<file path="src/rtl/dram_wr_rd_sequencer.sv">
// Self-test sequencer for the 16-core DRAM datapath: writes an address-keyed byte
// pattern to every row in a range, reads it back and counts mismatching bytes.
module dram_wr_rd_sequencer #(
    parameter logic [5:0] ADDR_START  = 6'd0,
    parameter logic [5:0] ADDR_END    = 6'd63,
    parameter logic [7:0] SEED        = 8'h55,
    parameter int         TIMEOUT_CYC = 4096,
    parameter int         ERR_W       = 12
) (
    input  logic             clk_100m,
    input  logic             rst,
    input  logic             start,
    input  logic             wt_done,
    input  logic             rd_done,
    input  logic [127:0]     dram_data,
    output logic             io_en,
    output logic [1:0]       io_model,
    output logic [5:0]       wwl_add,
    output logic [5:0]       rwl_add,
    output logic [63:0]      wbl_data,
    output logic             busy,
    output logic             done,
    output logic             pass,
    output logic             timeout,
    output logic [ERR_W-1:0] err_cnt,
    output logic [5:0]       cur_addr
);

    localparam int                  TMR_W    = $clog2(TIMEOUT_CYC + 1);
    localparam int                  ERR_W1   = ERR_W + 1;
    localparam logic [TMR_W-1:0]    TMR_LAST = TMR_W'(TIMEOUT_CYC - 1);
    localparam logic [ERR_W:0]      ERR_MAX  = {1'b0, {ERR_W{1'b1}}};
    localparam logic [1:0]          MODEL_IDLE  = 2'b00;
    localparam logic [1:0]          MODEL_WRITE = 2'b01;
    localparam logic [1:0]          MODEL_READ  = 2'b10;

    typedef enum logic [2:0] {
        S_IDLE,
        S_WR_ISSUE,
        S_WR_WAIT,
        S_RD_ISSUE,
        S_RD_WAIT,
        S_CHECK,
        S_FINISH
    } state_t;

    state_t             state_reg;
    logic [TMR_W-1:0]   timer_reg;
    logic [127:0]       rd_data_reg;

    logic [7:0]         pat;
    logic [5:0]         addr_inc;
    logic [15:0]        byte_miss;
    logic [4:0]         miss_cnt;
    logic [ERR_W:0]     err_sum;
    logic [ERR_W-1:0]   err_next;

    function automatic logic [63:0] pat_word(input logic [5:0] addr);
        return {8{SEED ^ {2'b00, addr}}};
    endfunction

    assign pat      = SEED ^ {2'b00, cur_addr};
    assign addr_inc = cur_addr + 6'd1;

    genvar gi;
    generate
        for (gi = 0; gi < 16; gi++) begin : g_core
            assign byte_miss[gi] = (rd_data_reg[gi*8 +: 8] != pat);
        end
    endgenerate

    // Extra top bit on the sum lets saturation be detected without wrapping.
    always_comb begin
        miss_cnt = '0;
        for (int i = 0; i < 16; i++) begin
            miss_cnt = miss_cnt + {4'd0, byte_miss[i]};
        end
        err_sum  = {1'b0, err_cnt} + ERR_W1'(miss_cnt);
        err_next = (err_sum > ERR_MAX) ? ERR_MAX[ERR_W-1:0] : err_sum[ERR_W-1:0];
    end

    always_ff @(posedge clk_100m or posedge rst) begin
        if (rst) begin
            state_reg   <= S_IDLE;
            timer_reg   <= '0;
            rd_data_reg <= '0;
            io_en       <= 1'b0;
            io_model    <= MODEL_IDLE;
            wwl_add     <= ADDR_START;
            rwl_add     <= ADDR_START;
            wbl_data    <= '0;
            busy        <= 1'b0;
            done        <= 1'b0;
            pass        <= 1'b0;
            timeout     <= 1'b0;
            err_cnt     <= '0;
            cur_addr    <= ADDR_START;
        end else begin
            case (state_reg)
                S_IDLE: begin
                    if (start) begin
                        err_cnt   <= '0;
                        timeout   <= 1'b0;
                        pass      <= 1'b0;
                        cur_addr  <= ADDR_START;
                        busy      <= 1'b1;
                        io_en     <= 1'b1;
                        io_model  <= MODEL_WRITE;
                        wwl_add   <= ADDR_START;
                        wbl_data  <= pat_word(ADDR_START);
                        state_reg <= S_WR_ISSUE;
                    end
                end

                S_WR_ISSUE: begin
                    io_en     <= 1'b0;
                    timer_reg <= '0;
                    state_reg <= S_WR_WAIT;
                end

                // Completion is tested before expiry so a coincident done wins.
                S_WR_WAIT: begin
                    if (wt_done) begin
                        io_en     <= 1'b1;
                        io_model  <= MODEL_READ;
                        rwl_add   <= cur_addr;
                        state_reg <= S_RD_ISSUE;
                    end else if (timer_reg == TMR_LAST) begin
                        timeout   <= 1'b1;
                        io_model  <= MODEL_IDLE;
                        done      <= 1'b1;
                        busy      <= 1'b0;
                        pass      <= 1'b0;
                        state_reg <= S_FINISH;
                    end else begin
                        timer_reg <= timer_reg + 1'b1;
                    end
                end

                S_RD_ISSUE: begin
                    io_en     <= 1'b0;
                    timer_reg <= '0;
                    state_reg <= S_RD_WAIT;
                end

                S_RD_WAIT: begin
                    if (rd_done) begin
                        rd_data_reg <= dram_data;
                        state_reg   <= S_CHECK;
                    end else if (timer_reg == TMR_LAST) begin
                        timeout   <= 1'b1;
                        io_model  <= MODEL_IDLE;
                        done      <= 1'b1;
                        busy      <= 1'b0;
                        pass      <= 1'b0;
                        state_reg <= S_FINISH;
                    end else begin
                        timer_reg <= timer_reg + 1'b1;
                    end
                end

                S_CHECK: begin
                    err_cnt <= err_next;
                    if (cur_addr == ADDR_END) begin
                        io_model  <= MODEL_IDLE;
                        done      <= 1'b1;
                        busy      <= 1'b0;
                        pass      <= (err_next == '0) && !timeout;
                        state_reg <= S_FINISH;
                    end else begin
                        cur_addr  <= addr_inc;
                        io_en     <= 1'b1;
                        io_model  <= MODEL_WRITE;
                        wwl_add   <= addr_inc;
                        wbl_data  <= pat_word(addr_inc);
                        state_reg <= S_WR_ISSUE;
                    end
                end

                S_FINISH: begin
                    done      <= 1'b0;
                    state_reg <= S_IDLE;
                end

                default: begin
                    io_en     <= 1'b0;
                    done      <= 1'b0;
                    busy      <= 1'b0;
                    state_reg <= S_IDLE;
                end
            endcase
        end
    end

endmodule

</file>
<file path="config.mk">
export PLATFORM = sky130hd
export DESIGN_NAME = dram_wr_rd_sequencer
export DESIGN_NICKNAME = d
export VERILOG_FILES = /design/src/rtl/dram_wr_rd_sequencer.sv
export SDC_FILE = /design/constraint.sdc
export NUM_CORES = 1
export LEC_CHECK = 0
export CELL_PAD_IN_SITES_DETAIL_PLACEMENT = 2
export CELL_PAD_IN_SITES_GLOBAL_PLACEMENT = 2
export CORE_MARGIN = 2
export CORE_UTILIZATION = 25
export CTS_CLUSTER_SIZE = 24
export DETAILED_ROUTE_END_ITERATION = 10
export GPL_TIMING_DRIVEN = 0
export PLACE_DENSITY_LB_ADDON = 0.1
export SETUP_SLACK_MARGIN = 0.05
export SYNTH_ARGS = -nofsm -noshare
export SYNTH_HDL_FRONTEND = slang
export SYNTH_SLANG_ARGS = --single-unit
</file>
<file path="constraint.sdc">
create_clock -name clk_100m -period 9.75 [get_ports clk_100m]
set_clock_uncertainty 0.15 [all_clocks]
set_input_delay 1.95 -clock clk_100m [delete_from_list [all_inputs] [get_ports clk_100m]]
set_output_delay 1.95 -clock clk_100m [all_outputs]
set_load 0.03 [all_outputs]
</file>
==> results of run 1 <==
-- synthesized netlist by cell type (10+ instances only) --
master and number:
a21oi_1 27, xnor2_1 63, nand2_1 25, nor3_1 24
nand4_1 14, o21ai_0 17, ha_1 10, dfrtp_1 179
inv_1 19, fa_1 12, nor2_1 48, clkbuf_1 31
mux2_2 135, buf_4 68, xor2_1 50, nand3_1 17
-- cell type report --
| type | count | area share, % |
|---|---|---|
| flip-flops and latches | 179 | 33.94 |
| multi-input cells | 546 | 33.74 |
| repair buffers | 226 | 17.28 |
| plain buffers | 109 | 5.101 |
| well taps | 511 | 4.845 |
| clock buffers | 18 | 3.328 |
| clock inverters | 14 | 1.119 |
| inverters | 20 | 0.6258 |
| diodes | 1 | 0.01896 |
-- through the flow --
stage               util (%)  TNS [ns]  hold WS (ns)  worst slack, ns
floorplan                  -         0        0.3214            2.791
global placement       33.22    -83.68        0.3304          -0.5011
detailed placement     33.31         0        0.3385            1.507
CTS                    34.86         0        0.3579            1.499
global route           34.86         0        0.3735            1.171
finish                 34.87         0        0.3540            1.768
-- cell families (layout without fill, tap and decap cells) --
| family | count (synthesis) | count (layout) |
|---|---|---|
| xor+xnor | 113 | 113 |
| simple gates | 185 | 185 |
| buf+inv | 129 | 387 |
| other cells | 1 | 9 |
| flops | 179 | 179 |
| fa+ha+maj | 22 | 22 |
| compound gates | 80 | 80 |
| mux | 138 | 138 |
-- critical path, cell delays in order, from the launching register on --
cell,delay (ns)
dfrtp_1,0.65
clkbuf_1,0.84
buf_1,0.89
xnor2_1,0.20
nand3b_1,0.11
nor4_1,0.42
fa_1,0.51
inv_1,0.08
fa_1,0.44
fa_1,0.50
inv_1,0.05
fa_1,0.50
fa_1,0.49
fa_1,0.43
nand2b_1,0.21
a21o_1,0.28
a2111oi_0,0.59
o32a_1,0.26
o2111ai_1,0.13
mux2i_1,0.19
-- metal layers --
metal | up-vias | part of all wire (%)
met4 | 10 | 0.95
met2 | 99 | 51
met5 | - | 0.20
met3 | 24 | 4.3
li1 | 3348 | -
met1 | 3655 | 43
-- how the worst max path moves through the flow --
stage / start / to / slack (ns) / cells past startpoint
after floorplan: rst / busy$_DFFE_PP0P_ / 2.79 / 1
after global placement: rst / timer_reg[6]$_DFFE_PP0P_ / -0.50 / 2
after detailed placement: wbl_data[61]$_DFFE_PP0P_ / pass$_DFFE_PP0P_ / 1.51 / 19
after CTS: wbl_data[61]$_DFFE_PP0P_ / pass$_DFFE_PP0P_ / 1.50 / 19
after global routing: wbl_data[61]$_DFFE_PP0P_ / pass$_DFFE_PP0P_ / 1.17 / 19
final: wbl_data[61]$_DFFE_PP0P_ / pass$_DFFE_PP0P_ / 1.77 / 19
-- power breakdown --
group	leakage (uW)	total (uW)	internal (uW)	switching (uW)
combinational	0.00294	1420	726	698
clock	0.000288	709	368	341
sequential	0.00221	1260	1050	210
==> results.md, run 1 <==
* Outcome: complete, no violations
* Clock period minus worst slack at around 8 ns
* Hold-fix buffers, CTS at 0
* Vias per cell at ~4.4
* Placed Cells at about 1600
* Die ar. at slightly above 40000 um^2
* Vias in the first global route at 7832
* Top FF cell, synth: dfrtp_1
* Max reg flops at around 130
* Setup-failing EPs final at 0
* Area of the multi-input gates at approximately 4500 um^2
* Share of the synthesized area in the top cell type at between 40% and 50%
* Met3 Use GR at 4.075%
* Synth area leader: dfrtp_1
* Port bufs at approximately 230
* Fmax at between 0.1 and 0.15 GHz
* Crit path max fanout at 12
* Layout cells sized above 1 at between 20% and 30%
* CTS clock-pin slew for the worst setup and hold paths at approximately 0.080 ns
* Power after layout at approximately 3400 uW
* Std-Cell Core Area at between 30000 and 40000 um^2
* Post-synthesis compound-gate area fraction at 5.638%
* Cell area after placement at between 10000 and 15000 um^2
* Worst setup EP type: flip-flop
* Critical Path RT at about 10 ns
* Static leakage at roughly 0.0054 uW
* Area Overhead vs Synth at 36.69%
* Vias at between 7000 and 8000
* Routed Antenna Nets at 0
* Die Height at approximately 200 um
* Worst slew margin at a little under an eighth
* XOR/XNOR Fraction of Synth Area at around 10%
* Initial antenna violation count at 5
* Worst slew pin tran at about 1.3 ns
* Gate Count Post-Synth at about 850
* Yosys reg bits at about 180
* Adder-cell share of the synthesized area at 3.784%
* Row count at 71
* Slew Limit Fails at 0
* EDFF count, synth at 0
* Post-CTS Resized at 0
* CP Launch Type: flip-flop
* DP Wirelength at roughly 24 mm
* Multiplexer area fraction after synthesis at around 16%
* Critical path arrival at around 8 ns
* RR Startpoint: wbl_data[61]$_DFFE_PP0P_
* Initial core utilization at around a quarter
* Commonest non-fill, non-tap cells in the layout: clkdlybuf4s50_1, dfrtp_1, mux2_2
* IO Pins at roughly 230
* WS Path Type: flip-flop to flip-flop
* Tot GR Track Use at approximately 16%
* TritonCTS Buffers at 17
* Commonest non-fill, non-tap cell in the layout: clkdlybuf4s50_1
* RR Endpoint: pass$_DFFE_PP0P_
* Clock root cell: clkbuf_16
* Max-Cap Viols at 0
* Final nets at approximately 1300
* FF-to-FF setup slack at ~1.8 ns
* Synth unique cells at 61
* Worst reg-to-reg path cell count at 19
* Clock sink count at about 180
* Pin count of the biggest net entering global routing at 114
* First-pass GRT wire length at a little under 50 mm
* Min-delay src: rd_data_reg[87]$_DFFE_PP0P_
* Power density cells at 257.1 nW/um^2
* Finished layout cell area at about 13000 um^2
* Fin cells at about 1600
* Post-synthesis async set-or-reset flop share at between 90% and 100%
* RSZ-0062 raised after global routing: false
* Post-synthesis simple-gate area fraction at roughly a tenth
* Mapped cell area at approximately 9700 um^2
* M1 GR Usage at roughly 20%
* CTS H-tree lvls at 4
* Post-CTS setup buffers at 0
* Largest family of logic cells by synthesized area: multiplexers
* Hold Crit Endpoint: rd_data_reg[87]$_DFFE_PP0P_
* GRT overflow at 0
* VDD IR max at around 0.13 mV
* Drt pass-1 iters at 4
* DRC errors left at 0
* Initial detailed-routing violation count at about 140
* Post-Syn Area per Cell at 11.40 um^2
* Worst hold path type: flip-flop to flip-flop
* Met2 Resource Use GR at about 28%
* Routability congestion estimate at around 0.73
* Clk Latency, worst-skew pair at about 0.45 ns
* Seq/Total Area, Yosys at about 46%
* Global routing's busiest layer: met2
* Die X at approximately 200 um
* Filler instances at 4132
* Hold depth at 1
* Final WL at approximately 32 mm
* Fin crit share at roughly four fifths
* CTS tree: built
* YS warnings at 0
* Register area at 4479 um^2
* Final hold vios at 0
* Wirelength per Cell at between 15 and 20 um
* CTS max path bufs at 2
* Synth top area cells: dfrtp_1, mux2_2, xnor2_1
(Power assumes the default switching activity.)
==> run 2, diff against run 1 <==
==> constraint.sdc (replaced) <==
create_clock -name clk_100m -period 6.5 [get_ports clk_100m]
set_clock_uncertainty 0.15 [all_clocks]
set_input_delay 1.3 -clock clk_100m [delete_from_list [all_inputs] [get_ports clk_100m]]
set_output_delay 1.3 -clock clk_100m [all_outputs]
set_load 0.03 [all_outputs]
==> results.md, run 2 (same netlist as run 1, synthesis figures left out) <==
* Wirelength per Cell at roughly 20 um
* Worst hold path type: flip-flop to flip-flop
* Worst slew margin at 37.57%
* Die X at 200.5 um
* Power density cells at 384.8 nW/um^2
* Std-Cell Core Area at between 30000 and 40000 um^2
* Commonest non-fill, non-tap cells in the layout: clkdlybuf4s50_1, dfrtp_1, mux2_2
* Initial core utilization at 25.51%
* Worst reg-to-reg path cell count at 17
* DP Wirelength at ~24 mm
* Max-Cap Viols at 0
* Clock root cell: clkbuf_16
* Row count at 71
* Pin count of the biggest net entering global routing at between 100 and 150
* Placed Cells at about 1600
* Die Height at about 200 um
* Hold depth at 1
* DRC errors left at 0
* Clock period minus worst slack at between 6 and 7 ns
* Vias in the first global route at around 7900
* Crit path max fanout at 10
* Fin cells at approximately 1600
* FF-to-FF setup slack at ~0.34 ns
* GRT overflow at 0
* Clk Latency, worst-skew pair at ~0.45 ns
* First-pass GRT wire length at between 40 and 50 mm
* Cell area after placement at between 10000 and 15000 um^2
* CTS max path bufs at 2
* Top cell by count, worst path: fa_1
* RR Startpoint: cur_addr[2]$_DFFE_PP0P_
* Fin crit share at between 90% and 100%
* Vias per cell at between 4 and 5
* Worst slew pin tran at 0.9278 ns
* IO Pins at between 200 and 250
* Max reg flops at approximately 130
* Final WL at around 32 mm
* Die ar. at a little over 40000 um^2
* RSZ-0062 raised after global routing: false
* Commonest non-fill, non-tap cell in the layout: clkdlybuf4s50_1
* Setup TNS at 0 ns
* TritonCTS Buffers at 17
* Outcome: complete, no violations
* RR Endpoint: pass$_DFFE_PP0P_
* Met2 Resource Use GR at between 20% and 30%
* Slowest cell delay on critical path at approximately 0.55 ns
* Clock sink count at between 150 and 200
* M1 GR Usage at slightly above 20%
* Worst path slowest cell: fa_1
* CTS H-tree lvls at 4
* CP Launch Type: flip-flop
* Finished layout cell area at roughly 13000 um^2
* Min-delay src: rd_data_reg[87]$_DFFE_PP0P_
* WS Path Type: flip-flop to flip-flop
* Hold Crit Endpoint: rd_data_reg[87]$_DFFE_PP0P_
* Drt pass-1 iters at 4
* Routability congestion estimate at between 0.7 and 0.8
* VDD IR max at 0.1985 mV
* CTS tree: built
* Routed Antenna Nets at 0
* Layout cells sized above 1 at between 20 and 25%
* Vias at between 7000 and 8000
* Setup-failing EPs final at 0
* Slew Limit Fails at 0
* Initial antenna violation count at 5
* Critical path arrival at ~6.4 ns
* Crit path cell chain: buf_4 -> xnor2_1 -> nor3b_1 -> nand4_1 -> fa_1 -> fa_1 -> fa_1 -> inv_1 -> fa_1 -> fa_1 -> fa_1 -> nand2b_1 -> a21o_1 -> a2111oi_4 -> o32a_1 -> o2111ai_1 -> mux2i_1
* CTS clock-pin slew for the worst setup and hold paths at about 0.080 ns
* Fmax at 0.1624 GHz
* Initial detailed-routing violation count at 139
* Critical Path RT at 6.73 ns
* Global routing's busiest layer: met2
* Area Overhead vs Synth at 38.30%
* Port bufs at 225
* Final hold vios at 0
* Worst setup EP type: flip-flop
* Static leakage at 0.005507 uW
* Final nets at about 1300
* Tot GR Track Use at approximately 16%
* Met3 Use GR at 4.075%
==> run 2: cell types whose count changed in the layout (fill, tap and decap cells not counted), sizes merged <==
| cell | delta |
|---|---|
| clkbuf | -1 |
| buf | +2 |
| clkdlybuf4s15 | +1 |
==> run 2: power breakdown <==
group | internal, uW | leakage (uW) | switching [uW]
Combinational | 1100 | 0.00301 | 1080
Clock | 552 | 0.000288 | 512
Sequential | 1580 | 0.00221 | 316
==> run 2: worst max-delay path by stage <==
| stage | from | endpoint | slack, ns |
|---|---|---|---|
| after global routing | cur_addr[4]$_DFFE_PP0P_ | pass$_DFFE_PP0P_ | 0.06 |
| after CTS | cur_addr[1]$_DFFE_PP0P_ | pass$_DFFE_PP0P_ | 0.1 |
| final | cur_addr[2]$_DFFE_PP0P_ | pass$_DFFE_PP0P_ | 0.34 |
| after floorplan | wbl_data[61]$_DFFE_PP0P_ | pass$_DFFE_PP0P_ | 0.06 |
| after detailed placement | wbl_data[61]$_DFFE_PP0P_ | pass$_DFFE_PP0P_ | -1.74 |
| after global placement | rst | timer_reg[6]$_DFFE_PP0P_ | -3.10 |
==> run 2: per-layer routing <==
layer  part of all wire (%)  vias up
met5                   0.19        -
met1                     43     3671
met3                    4.5       24
li1                       -     3357
met4                   0.94       10
met2                     51       99
==> run 2: final cells by class <==
class                   instances  area (um^2)
diodes                          1        2.502
well taps                     511        639.4
fillers                      4121        24490
repair buffers                228         2295
flip-flops and latches        179         4483
multi-input cells             546         4508
inverters                      20        82.58
plain buffers                 109        754.5
clock inverters                14        147.6
clock buffers                  18        439.2
==> run 2: what timing repair did <==
| action | 4_1_cts | 5_1_grt |
|---|---|---|
| hold buffers | 0 | 0 |
| cloned | 0 | 0 |
| buffers inserted | 1 | 1 |
| pin swaps | 0 | 1 |
| resized for setup | 49 | 10 |
| endpoints found under the setup margin | 13 | 3 |
==> run 2: critical path: cells and delay by family (launching register included) <==
kind	cells	cell delay, ns
compound gates	4	1.04
fa+ha+maj	6	3.02
simple gates	3	0.68
mux	1	0.18
flops	1	0.47
xor+xnor	1	0.12
buf+inv	2	0.40
==> run 2: metrics by stage <==
stage	hold WS (ns)	utilization, %	total power [uW]	setup WS, ns
2_1_floorplan	0.3214	-	3392	0.06157
3_3_place_gp	0.3304	33.22	4032	-3.101
3_5_place_dp	0.3385	33.31	4097	-1.743
4_1_cts	0.3579	35.12	5206	0.09983
5_1_grt	0.3735	35.27	5518	0.05540
6_report	0.3538	35.28	5137	0.3418
==> run 3, diff against run 2 <==
--- a/config.mk
+++ b/config.mk
@@ -11,6 +11,7 @@
 export CORE_UTILIZATION = 25
 export CTS_CLUSTER_SIZE = 24
 export DETAILED_ROUTE_END_ITERATION = 10
+export DONT_BUFFER_PORTS = 1
 export GPL_TIMING_DRIVEN = 0
 export PLACE_DENSITY_LB_ADDON = 0.1
 export SETUP_SLACK_MARGIN = 0.05
==> results.md, run 3 (same netlist as run 1, synthesis figures left out) <==
* Row count at 71
* Clock root cell: clkbuf_16
* Tot GR Track Use at 15.58%
* Pin count of the biggest net entering global routing at between 100 and 150
* First-pass GRT wire length at 46.68 mm
* CTS H-tree lvls at 4
* Max reg flops at 128
* Fin cells at about 1400
* CTS tree: built
* Slew Limit Fails at 0
* CTS clock-pin slew for the worst setup and hold paths at ~0.080 ns
* Initial antenna violation count at 17
* Fin crit share at 94.60%
* Setup-failing EPs final at 0
* Worst hold path type: flip-flop to flip-flop
* Vias in the first global route at 7054
* Worst slew pin tran at just under 0.9 ns
* Vias per cell at about 4.5
* Final hold vios at 0
* Die ar. at slightly above 40000 um^2
* Initial detailed-routing violation count at 150
* Commonest non-fill, non-tap cell in the layout: dfrtp_1
* Power density cells at roughly 450 nW/um^2
* Drt pass-1 iters at 4
* DP Wirelength at between 20 and 25 mm
* Clock sink count at around 180
* Clock period minus worst slack at roughly 6 ns
* RSZ-0062 raised after global routing: false
* Final WL at just over 30 mm
* DRC errors left at 0
* Max-Cap Viols at 0
* Commonest non-fill, non-tap cells in the layout: dfrtp_1, mux2_2, buf_4
* Fmax at 0.1626 GHz
* Initial core utilization at about a quarter
* Critical path arrival at 6.37 ns
* Area Overhead vs Synth at 15.95%
* CTS max path bufs at 2
* GRT overflow at 0
* CP Launch Type: flip-flop
* Register area at between 4000 and 5000 um^2
* Critical Path RT at between 6 and 7 ns
* Placed Cells at around 1400
* Die X at roughly 200 um
* Port bufs at 0
* CP Launch Point: wbl_data[61]$_DFFE_PP0P_
* Worst slew margin at a little over 40%
* Layout cells sized above 1 at a little under a third
* Worst setup EP type: flip-flop
* Filler instances at roughly 4100
* Routed Antenna Nets at 0
* Std-Cell Core Area at between 30000 and 40000 um^2
* Clk Latency, worst-skew pair at 0.45 ns
* VDD IR max at around 0.21 mV
* Static leakage at about 0.0046 uW
* RR Startpoint: wbl_data[61]$_DFFE_PP0P_
* IO Pins at 234
* Routability congestion estimate at about 0.7
* Vias at 6349
* Min-delay src: rd_data_reg[47]$_DFFE_PP0P_
* Wirelength per Cell at between 20 and 25 um
* Hold WS at 0.3504 ns
* Crit path max fanout at 10
* Power after layout at ~5000 uW
* Final nets at roughly 1000
* Area of the multi-input gates at 4532 um^2
* Outcome: complete, no violations
* Die Height at 200.5 um
* TritonCTS Buffers at 17
* WS Path Type: flip-flop to flip-flop
## run 3: per-layer routing
| metal | vias up | global-route usage, % | share of wire [%] |
|---|---|---|---|
| met5 | - | 0 | 0.29 |
| met4 | 14 | 3.968 | 0.97 |
| met3 | 25 | 4.740 | 5.2 |
| met2 | 99 | 26.72 | 51 |
| met1 | 3290 | 19.03 | 43 |
| li1 | 2921 | - | - |
## run 3: final cells by class
class	count	share of cell area (%)
Buffer	109	6.851
Sequential cell	179	40.15
Timing Repair Buffer	2	0.2906
Tap cell	511	5.711
Clock buffer	20	4.080
Multi-Input combinational cell	546	40.48
Inverter	20	0.7377
Antenna cell	9	0.2012
Clock inverter	12	1.498
## run 3: final timing paths
path | end | slack, ns | depth (start not counted)
setup reg to reg | pass$_DFFE_PP0P_ | 0.35 | 18
hold reg to reg | rd_data_reg[47]$_DFFE_PP0P_ | 0.35 | 1
max in group asynchronous | cur_addr[0]$_DFFE_PP0P_ | 4.67 | 2
setup / recovery | pass$_DFFE_PP0P_ | 0.35 | 18
hold / removal | rd_data_reg[47]$_DFFE_PP0P_ | 0.35 | 1
min in group asynchronous | rd_data_reg[76]$_DFFE_PP0P_ | 0.66 | 1
## run 3: stage by stage
| step | cell area, um^2 | util, % | setup WS [ns] | TNS (ns) |
|---|---|---|---|---|
| 2_1_floorplan | 9681 | - | 0.06157 | 0 |
| 6_report | 11190 | 29.58 | 0.3507 | 0 |
| 4_1_cts | 11130 | 29.40 | 0.05674 | 0 |
| 3_3_place_gp | 10320 | 27.27 | -2.841 | -524.09 |
| 3_5_place_dp | 10350 | 27.36 | -2.014 | -19.96 |
| 5_1_grt | 11170 | 29.53 | 0.09259 | 0 |
## run 3: report_power, final
part	switching, uW	internal (uW)	leakage (uW)	total (uW)
combinational	959	918	0.00214	1880
sequential	415	1580	0.00220	1990
clock	494	634	0.000296	1130
## run 3: critical path, stage by stage (launching register included)
cell and delay (ns):
dfrtp_4 0.59, buf_8 0.20, buf_6 0.19, xor2_1 0.18, nor3_2 0.13, nand4_1 0.18
fa_1 0.61, fa_1 0.45, fa_1 0.55, inv_1 0.06, fa_1 0.51, fa_2 0.43
fa_1 0.42, nand2b_2 0.24, a21o_4 0.27, a2111oi_4 0.39, o32a_1 0.21, o2111ai_1 0.14
mux2i_1 0.17
## run 3: repair_timing
action | in CTS | in global routing
buffers inserted | 1 | 0
resized for setup | 64 | 12
endpoints found under the setup margin | 13 | 3
pin swaps | 1 | 4
hold buffers | 0 | 0
gates cloned | 0 | 0
